$ cat config.mk
export PLATFORM = sky130hd
export DESIGN_NAME = oam_dma_arbiter
export DESIGN_NICKNAME = d
export VERILOG_FILES = /design/src/rtl/oam_dma_arbiter.sv
export SDC_FILE = /design/constraint.sdc
export NUM_CORES = 1
export LEC_CHECK = 0
export BUFFER_PORTS_ARGS = -buffer_cell sky130_fd_sc_hd__buf_2
export CAP_MARGIN = 30
export CORE_MARGIN = 1.5
export CORE_UTILIZATION = 47
export DETAILED_ROUTE_END_ITERATION = 8
export GPL_ROUTABILITY_DRIVEN = 1
export PLACE_DENSITY = 0.87
export SKIP_CTS_REPAIR_TIMING = 1
export SYNTH_ARGS = -nofsm -noshare
export SYNTH_HDL_FRONTEND = slang
export SYNTH_SLANG_ARGS = --single-unit
$ cat constraint.sdc
create_clock -name clk -period 2.6 [get_ports clk]
set_clock_uncertainty 0.05 [all_clocks]
set_input_delay 0.13 -clock clk [delete_from_list [all_inputs] [get_ports clk]]
set_output_delay 0.13 -clock clk [all_outputs]
set_load 0.01 [all_outputs]
$ cat src/rtl/oam_dma_arbiter.sv
// oam_dma_arbiter: owns the CPU memory bus and routes each access to one of three
// memory ports (ext 0000-FDFF, oam FE00-FE9F, hi FF00-FFFF). It also implements the
// DMA source-page register and the OAM DMA engine, which copies NBYTES bytes from
// {page,8'h00} to FE00+i at one byte per clock.
//
// Ports:
//   clk, rst_n            clock, asynchronous active-low reset
//   cpu_r_addr/cpu_r_data CPU read port (combinational data)
//   cpu_w_addr/_data/_wen CPU write port
//   ext_r_addr/ext_r_data ext read port (CPU address, or DMA source during XFER)
//   oam_r_addr/oam_r_data oam read port
//   hi_r_addr/hi_r_data   hi read port
//   bus_w_addr/bus_w_data shared write bus (CPU, or FE00+idx / ext data during XFER)
//   ext_w_wen, oam_w_wen, hi_w_wen  per-region write enables
//   dma_active            high while the engine is copying
module oam_dma_arbiter #(
  parameter int unsigned NBYTES       = 160,
  parameter int unsigned START_DELAY  = 1,
  parameter logic [15:0] DMA_REG_ADDR = 16'hFF46
) (
  input  logic        clk,
  input  logic        rst_n,
  input  logic [15:0] cpu_r_addr,
  output logic [7:0]  cpu_r_data,
  input  logic [15:0] cpu_w_addr,
  input  logic [7:0]  cpu_w_data,
  input  logic        cpu_w_wen,
  output logic [15:0] ext_r_addr,
  input  logic [7:0]  ext_r_data,
  output logic [7:0]  oam_r_addr,
  input  logic [7:0]  oam_r_data,
  output logic [7:0]  hi_r_addr,
  input  logic [7:0]  hi_r_data,
  output logic [15:0] bus_w_addr,
  output logic [7:0]  bus_w_data,
  output logic        ext_w_wen,
  output logic        oam_w_wen,
  output logic        hi_w_wen,
  output logic        dma_active
);

  typedef enum logic [1:0] {StIdle, StStart, StXfer} state_e;

  localparam logic [7:0] LastIdx = 8'(NBYTES - 1);
  localparam logic [3:0] DlyInit = 4'((START_DELAY > 0) ? (START_DELAY - 1) : 0);

  state_e      state_q, state_d;
  logic [7:0]  idx_q, idx_d;
  logic [3:0]  dly_q, dly_d;
  logic [7:0]  src_q, src_d;

  logic        xfer;
  logic [7:0]  eff_page;

  // Address decode; the DMA register is checked first so it wins over any region.
  logic        r_dma, r_void, r_oam, r_hi;
  logic        w_dma, w_void, w_oam, w_hi;
  logic        dma_wr;

  assign r_dma  = (cpu_r_addr == DMA_REG_ADDR);
  assign r_void = (cpu_r_addr >= 16'hFEA0) && (cpu_r_addr <= 16'hFEFF);
  assign r_oam  = (cpu_r_addr >= 16'hFE00) && (cpu_r_addr <= 16'hFE9F);
  assign r_hi   = (cpu_r_addr >= 16'hFF00);

  assign w_dma  = (cpu_w_addr == DMA_REG_ADDR);
  assign w_void = (cpu_w_addr >= 16'hFEA0) && (cpu_w_addr <= 16'hFEFF);
  assign w_oam  = (cpu_w_addr >= 16'hFE00) && (cpu_w_addr <= 16'hFE9F);
  assign w_hi   = (cpu_w_addr >= 16'hFF00);

  assign dma_wr = cpu_w_wen && w_dma;

  assign xfer       = (state_q == StXfer);
  assign dma_active = xfer;

  // Pages E0-FF mirror C0-DF (echo RAM), so the source is fetched from the mirror.
  assign eff_page = (src_q >= 8'hE0) ? (src_q - 8'h20) : src_q;

  // Read-side routing. During XFER the engine owns the ext read port.
  assign ext_r_addr = xfer ? {eff_page, idx_q} : cpu_r_addr;
  assign oam_r_addr = cpu_r_addr[7:0];
  assign hi_r_addr  = cpu_r_addr[7:0];

  always_comb begin
    cpu_r_data = ext_r_data;
    if (r_dma) begin
      cpu_r_data = src_q;
    end else if (r_void) begin
      cpu_r_data = 8'h00;
    end else if (r_oam) begin
      cpu_r_data = xfer ? 8'hFF : oam_r_data;
    end else if (r_hi) begin
      cpu_r_data = hi_r_data;
    end else begin
      cpu_r_data = xfer ? 8'hFF : ext_r_data;
    end
  end

  // Write-side routing. During XFER the shared bus carries the copy.
  assign bus_w_addr = xfer ? {8'hFE, idx_q} : cpu_w_addr;
  assign bus_w_data = xfer ? ext_r_data : cpu_w_data;

  always_comb begin
    ext_w_wen = 1'b0;
    oam_w_wen = xfer;
    hi_w_wen  = 1'b0;
    if (cpu_w_wen && !w_dma && !w_void) begin
      if (w_oam) begin
        if (!xfer) oam_w_wen = 1'b1;
      end else if (w_hi) begin
        hi_w_wen = 1'b1;
      end else if (!xfer) begin
        ext_w_wen = 1'b1;
      end
    end
  end

  // Engine next state. A register write restarts from any state, and takes
  // precedence over the final-byte return to idle.
  always_comb begin
    state_d = state_q;
    idx_d   = idx_q;
    dly_d   = dly_q;
    src_d   = src_q;
    unique case (state_q)
      StStart: begin
        if (dly_q == 4'd0) begin
          state_d = StXfer;
        end else begin
          dly_d = dly_q - 4'd1;
        end
      end
      StXfer: begin
        idx_d = idx_q + 8'd1;
        if (idx_q == LastIdx) begin
          state_d = StIdle;
          idx_d   = 8'd0;
        end
      end
      default: ;
    endcase
    if (dma_wr) begin
      src_d = cpu_w_data;
      idx_d = 8'd0;
      if (START_DELAY > 0) begin
        state_d = StStart;
        dly_d   = DlyInit;
      end else begin
        state_d = StXfer;
      end
    end
  end

  always_ff @(posedge clk or negedge rst_n) begin
    if (!rst_n) begin
      state_q <= StIdle;
      idx_q   <= 8'd0;
      dly_q   <= 4'd0;
      src_q   <= 8'hFF;
    end else begin
      state_q <= state_d;
      idx_q   <= idx_d;
      dly_q   <= dly_d;
      src_q   <= src_d;
    end
  end

endmodule

==> flow_results.org <==
** Status
- Status :: complete, no violations

** Logic synthesis
- For this run, the number of Yosys warnings is 0.
- Most common flop cell mapped by yosys :: sky130_fd_sc_hd__dfrtp_1
- In this run the cell area of the synthesized design comes to 2195 µm².
- After synthesis, the largest family of logic cells by area is simple AND/OR/NAND/NOR gates.
- FF+latch count, synth :: 22
- Summing the areas of all xor and xnor instances in the mapped netlist gives 2.395% of the synthesized area.
- Area fraction in compound gates after synthesis :: 16.02%
- Synthesized instance count :: 299
- Fraction of synthesized area in multiplexers :: 5.872%
- Fraction of the mapped netlist area in adder cells :: 2.281%
- Net Count, Synth :: 370
- Async S/R FF share, synth :: 100.0%
- Sequential cells were found to cover 25.54% of the synthesized design area.
- Simple-gate share of the synthesized area :: 36.72%
- The synthesized design contains 0 enable-type register cells.
- Average size of a mapped cell :: 7.340 µm²
- Number of unique standard cell types used by synthesis :: 54

** Place
- The HPWL after detailed placement is 4.977 mm.
- Instance count after placement with tap cells included :: 454
- Routability cong. :: 0.9361
- Buffers placed on the I/O ports in this run total 134.

** Clocking
- Buffer levels on the longest clock path :: 2
- CTS tree :: done
- Clock transition time at the flip-flop clock pins of the worst setup and hold paths :: 0.08 ns
- Clock Latency Late Sink :: 0.26 ns
- Number of clock sinks :: 22
- Root buffer cell :: sky130_fd_sc_hd__clkbuf_8
- Counting the buffers created by CTS gives 3.
- In this run the number of H-tree levels came out at 1.

** Global route
- Number of antenna violations at the first check in global routing :: 0
- Global routing usage on met1 :: 31.06%
- Wire length of the first global-routing pass :: 9.873 mm
- In the global route stage, met2 resource usage came out at 39.40%.
- All-Layer GR Usage :: 23.40%
- After global routing, the most crowded layer is met2.
- After global routing the overflow that remains totals 0.
- In the global route stage, met3 resource usage came out at 2.954%.
- The via count of the first global-routing pass came to 2164.
- Entering global routing, the biggest net connects 46 pins.

** Die
- Measured along the y axis, the die boundary spans 71.33 µm.
- The initialized floorplan defines 24 standard-cell rows.
- Die area :: 5088 µm²
- The die is 71.33 µm wide.
- Initial core utilization :: 49.72%
- Area of the core :: 4414 µm²
- Ports :: 135

** Timing
- Total of endpoints with negative setup slack in the final report :: 0
- In the final timing run, aggregate negative setup slack is 0 ns.
- Slew Viols, Final :: 0
- At the pin with the least slew margin, the transition time is 0.5674 ns.
- The number of failing hold endpoints at the final stage is 0.
- Final Hold Slack :: 0.06785 ns
- The final critical path takes up 82.19% of the cycle.
- Measured against its own limit, the worst slew margin works out to 62.17%.
- Fmax :: 0.4680 GHz
- The worst path needs 2.137 ns of the cycle, external delays included.
- Setup repair after global routing left no endpoint under its margin.

** Layout
- Area growth syn-to-layout :: 27.20%
- Share of final-layout standard cells stronger than drive strength 1 :: 39.31%
- ANT cells :: 0
- Excluding fillers, the count of instances in the completed layout stands at 459.
- # nets final :: 479

** Setup path
- Worst setup startpoint :: state_q[0]$_DFFE_PN0P_
- The critical path goes through nand2b_1 > inv_2 > buf_4 > nor2_1 > a2bb2oi_1 > o21ai_0 > buf_2.
- Of all nets on the critical path, the largest fanout is 23.
- The worst setup path is captured at an output port.
- Data arrives at the worst endpoint at 1.96 ns.
- Largest stage delay, worst path :: 0.42 ns
- Critical Path Start Type :: register
- Data required time of the worst path :: 2.42 ns
- Slowest stage cell, crit path :: sky130_fd_sc_hd__dfrtp_1
- By startpoint and endpoint, the worst setup path is classified as register to output port.
- Launching point of the worst reg2reg path :: state_q[0]$_DFFE_PN0P_

** Pwr
- Reported leakage power :: 0.001443 µW
- Overall power consumption after layout is estimated at 806.3 µW.
- Cell area power density :: 288.8 nW/µm²
- Peak ir drop on the vdd network :: 0.0002706 V

** Route
- Mean number of vias per cell :: 5.477
- Number of nets still failing antenna checks after routing :: 0
- Dividing the detail-routed wire length by the instance count gives 13.64 µm.
- Wires add up to 6.263 mm.
- For this block, the initial DRC count from the detailed router was 140.
- For this run, design rule violations remaining after detail routing come to 0.
- First-pass iteration count of the detailed router :: 4
- Overall via count from detail_route :: 2514

** Min path
- Min-Delay Path Class :: primary input to register
- Worst Min Path Start :: cpu_w_data[7]

** Flow run
- Max-cap violations in this run came to 0.
-- sequential cells by signal, summed over array words and instances, names as in the netlist --
name / flops
state_q: 2
src_q: 8
dly_q: 4
idx_q: 8
-- power by group --
group	switching, µW	internal, µW	total (µW)
Combinational	118	104	223
Sequential	0.477	343	344
Clock	105	135	240
Total	224	582	806
-- Yosys cell counts (3+ instances only) --
| cell | count | share of area, % |
|---|---|---|
| sky130_fd_sc_hd__a211oi_1 | 7 | 2.4 |
| sky130_fd_sc_hd__nand3_1 | 18 | 4.1 |
| sky130_fd_sc_hd__buf_2 | 8 | 1.8 |
| sky130_fd_sc_hd__clkbuf_1 | 6 | 1.0 |
| sky130_fd_sc_hd__nor4_1 | 4 | 1.1 |
| sky130_fd_sc_hd__o21ai_0 | 8 | 1.8 |
| sky130_fd_sc_hd__nand2_1 | 93 | 16 |
| sky130_fd_sc_hd__dfrtp_1 | 14 | 16 |
| sky130_fd_sc_hd__buf_4 | 16 | 5.5 |
| sky130_fd_sc_hd__mux2_2 | 3 | 1.5 |
| sky130_fd_sc_hd__mux2_4 | 5 | 3.4 |
| sky130_fd_sc_hd__nand2b_1 | 18 | 5.1 |
| sky130_fd_sc_hd__o41a_1 | 7 | 3.6 |
| sky130_fd_sc_hd__nor2b_1 | 3 | 0.86 |
| sky130_fd_sc_hd__a31oi_1 | 7 | 2.0 |
| sky130_fd_sc_hd__nor2_1 | 15 | 2.6 |
| sky130_fd_sc_hd__o21a_1 | 3 | 1.0 |
| sky130_fd_sc_hd__ha_1 | 4 | 2.3 |
| sky130_fd_sc_hd__and4_1 | 3 | 1.2 |
| sky130_fd_sc_hd__xor2_1 | 4 | 1.6 |
| sky130_fd_sc_hd__and2_1 | 3 | 0.86 |
| sky130_fd_sc_hd__dfstp_2 | 8 | 9.6 |
| sky130_fd_sc_hd__inv_1 | 4 | 0.68 |
-- metal layers --
metal | vias up | wire length (µm)
met5 | - | 0
met4 | 0 | 159
met3 | 13 | 525
met2 | 142 | 2922
met1 | 1120 | 2655
li1 | 1239 | -
-- layout make-up --
class	count	area [µm²]
timing repair buffer	138	703.2
sequential	22	560.5
tap	52	65.06
multi-input combinational	238	1389
inverter	5	18.77
clock buffer	4	55.05
fill	407	1623
-- cell usage in the layout, fill, tap and decap left out, types with 3 or more instances in the layout --
cell type,n
sky130_fd_sc_hd__a211oi_1,7
sky130_fd_sc_hd__a31oi_1,7
sky130_fd_sc_hd__and2_1,3
sky130_fd_sc_hd__and4_1,3
sky130_fd_sc_hd__buf_2,134
sky130_fd_sc_hd__buf_4,3
sky130_fd_sc_hd__clkbuf_8,4
sky130_fd_sc_hd__dfrtp_1,14
sky130_fd_sc_hd__dfstp_2,8
sky130_fd_sc_hd__ha_1,4
sky130_fd_sc_hd__inv_1,4
sky130_fd_sc_hd__mux2_2,3
sky130_fd_sc_hd__mux2_4,5
sky130_fd_sc_hd__nand2_1,93
sky130_fd_sc_hd__nand2b_1,18
sky130_fd_sc_hd__nand3_1,18
sky130_fd_sc_hd__nor2_1,15
sky130_fd_sc_hd__nor2b_1,3
sky130_fd_sc_hd__nor4_1,4
sky130_fd_sc_hd__o21a_1,3
sky130_fd_sc_hd__o21ai_0,8
sky130_fd_sc_hd__o41a_1,7
sky130_fd_sc_hd__xor2_1,4
-- cells by family after synthesis --
logic type / after synthesis
XOR/XNOR: 6
AO/OA/AOI/OAI: 47
flip-flops: 22
adder cells (fa/ha/maj): 4
multiplexers: 10
buffers and inverters: 39
AND/OR/NAND/NOR: 171
-- metrics by stage --
step	area, µm²	worst slack [ns]	util (%)
after CTS	2781	0.4658	63.01
after global placement	2726	0.7746	61.76
final	2791	0.4630	63.24
after detailed placement	2726	0.7269	61.76
after floorplan	2195	0.9171	-
after global routing	2791	0.2471	63.24
-- critical path: cells and delay by family, from the launching register on --
| family | cells | cell delay, ns |
|---|---|---|
| buffers and inverters | 3 | 0.75 |
| and+or+nand+nor | 2 | 0.25 |
| DFF | 1 | 0.42 |
| AOI/OAI and AO/OA | 2 | 0.28 |
-- final timing paths --
kind                            slack (ns)  cells after the start                   end
worst max-delay path                  0.46                      7         cpu_r_data[3]
worst min-delay path                  0.07                      2  src_q[7]$_DFFE_PN1P_
worst max register to register        0.82                      5  idx_q[5]$_DFFE_PN0N_
worst min register to register        0.49                      2  dly_q[3]$_DFFE_PN0P_
max in group asynchronous             1.84                      2  src_q[6]$_DFFE_PN1P_
min in group asynchronous             0.30                      2  dly_q[0]$_DFFE_PN0P_
Note: power is estimated with default switching activity, not from simulation.
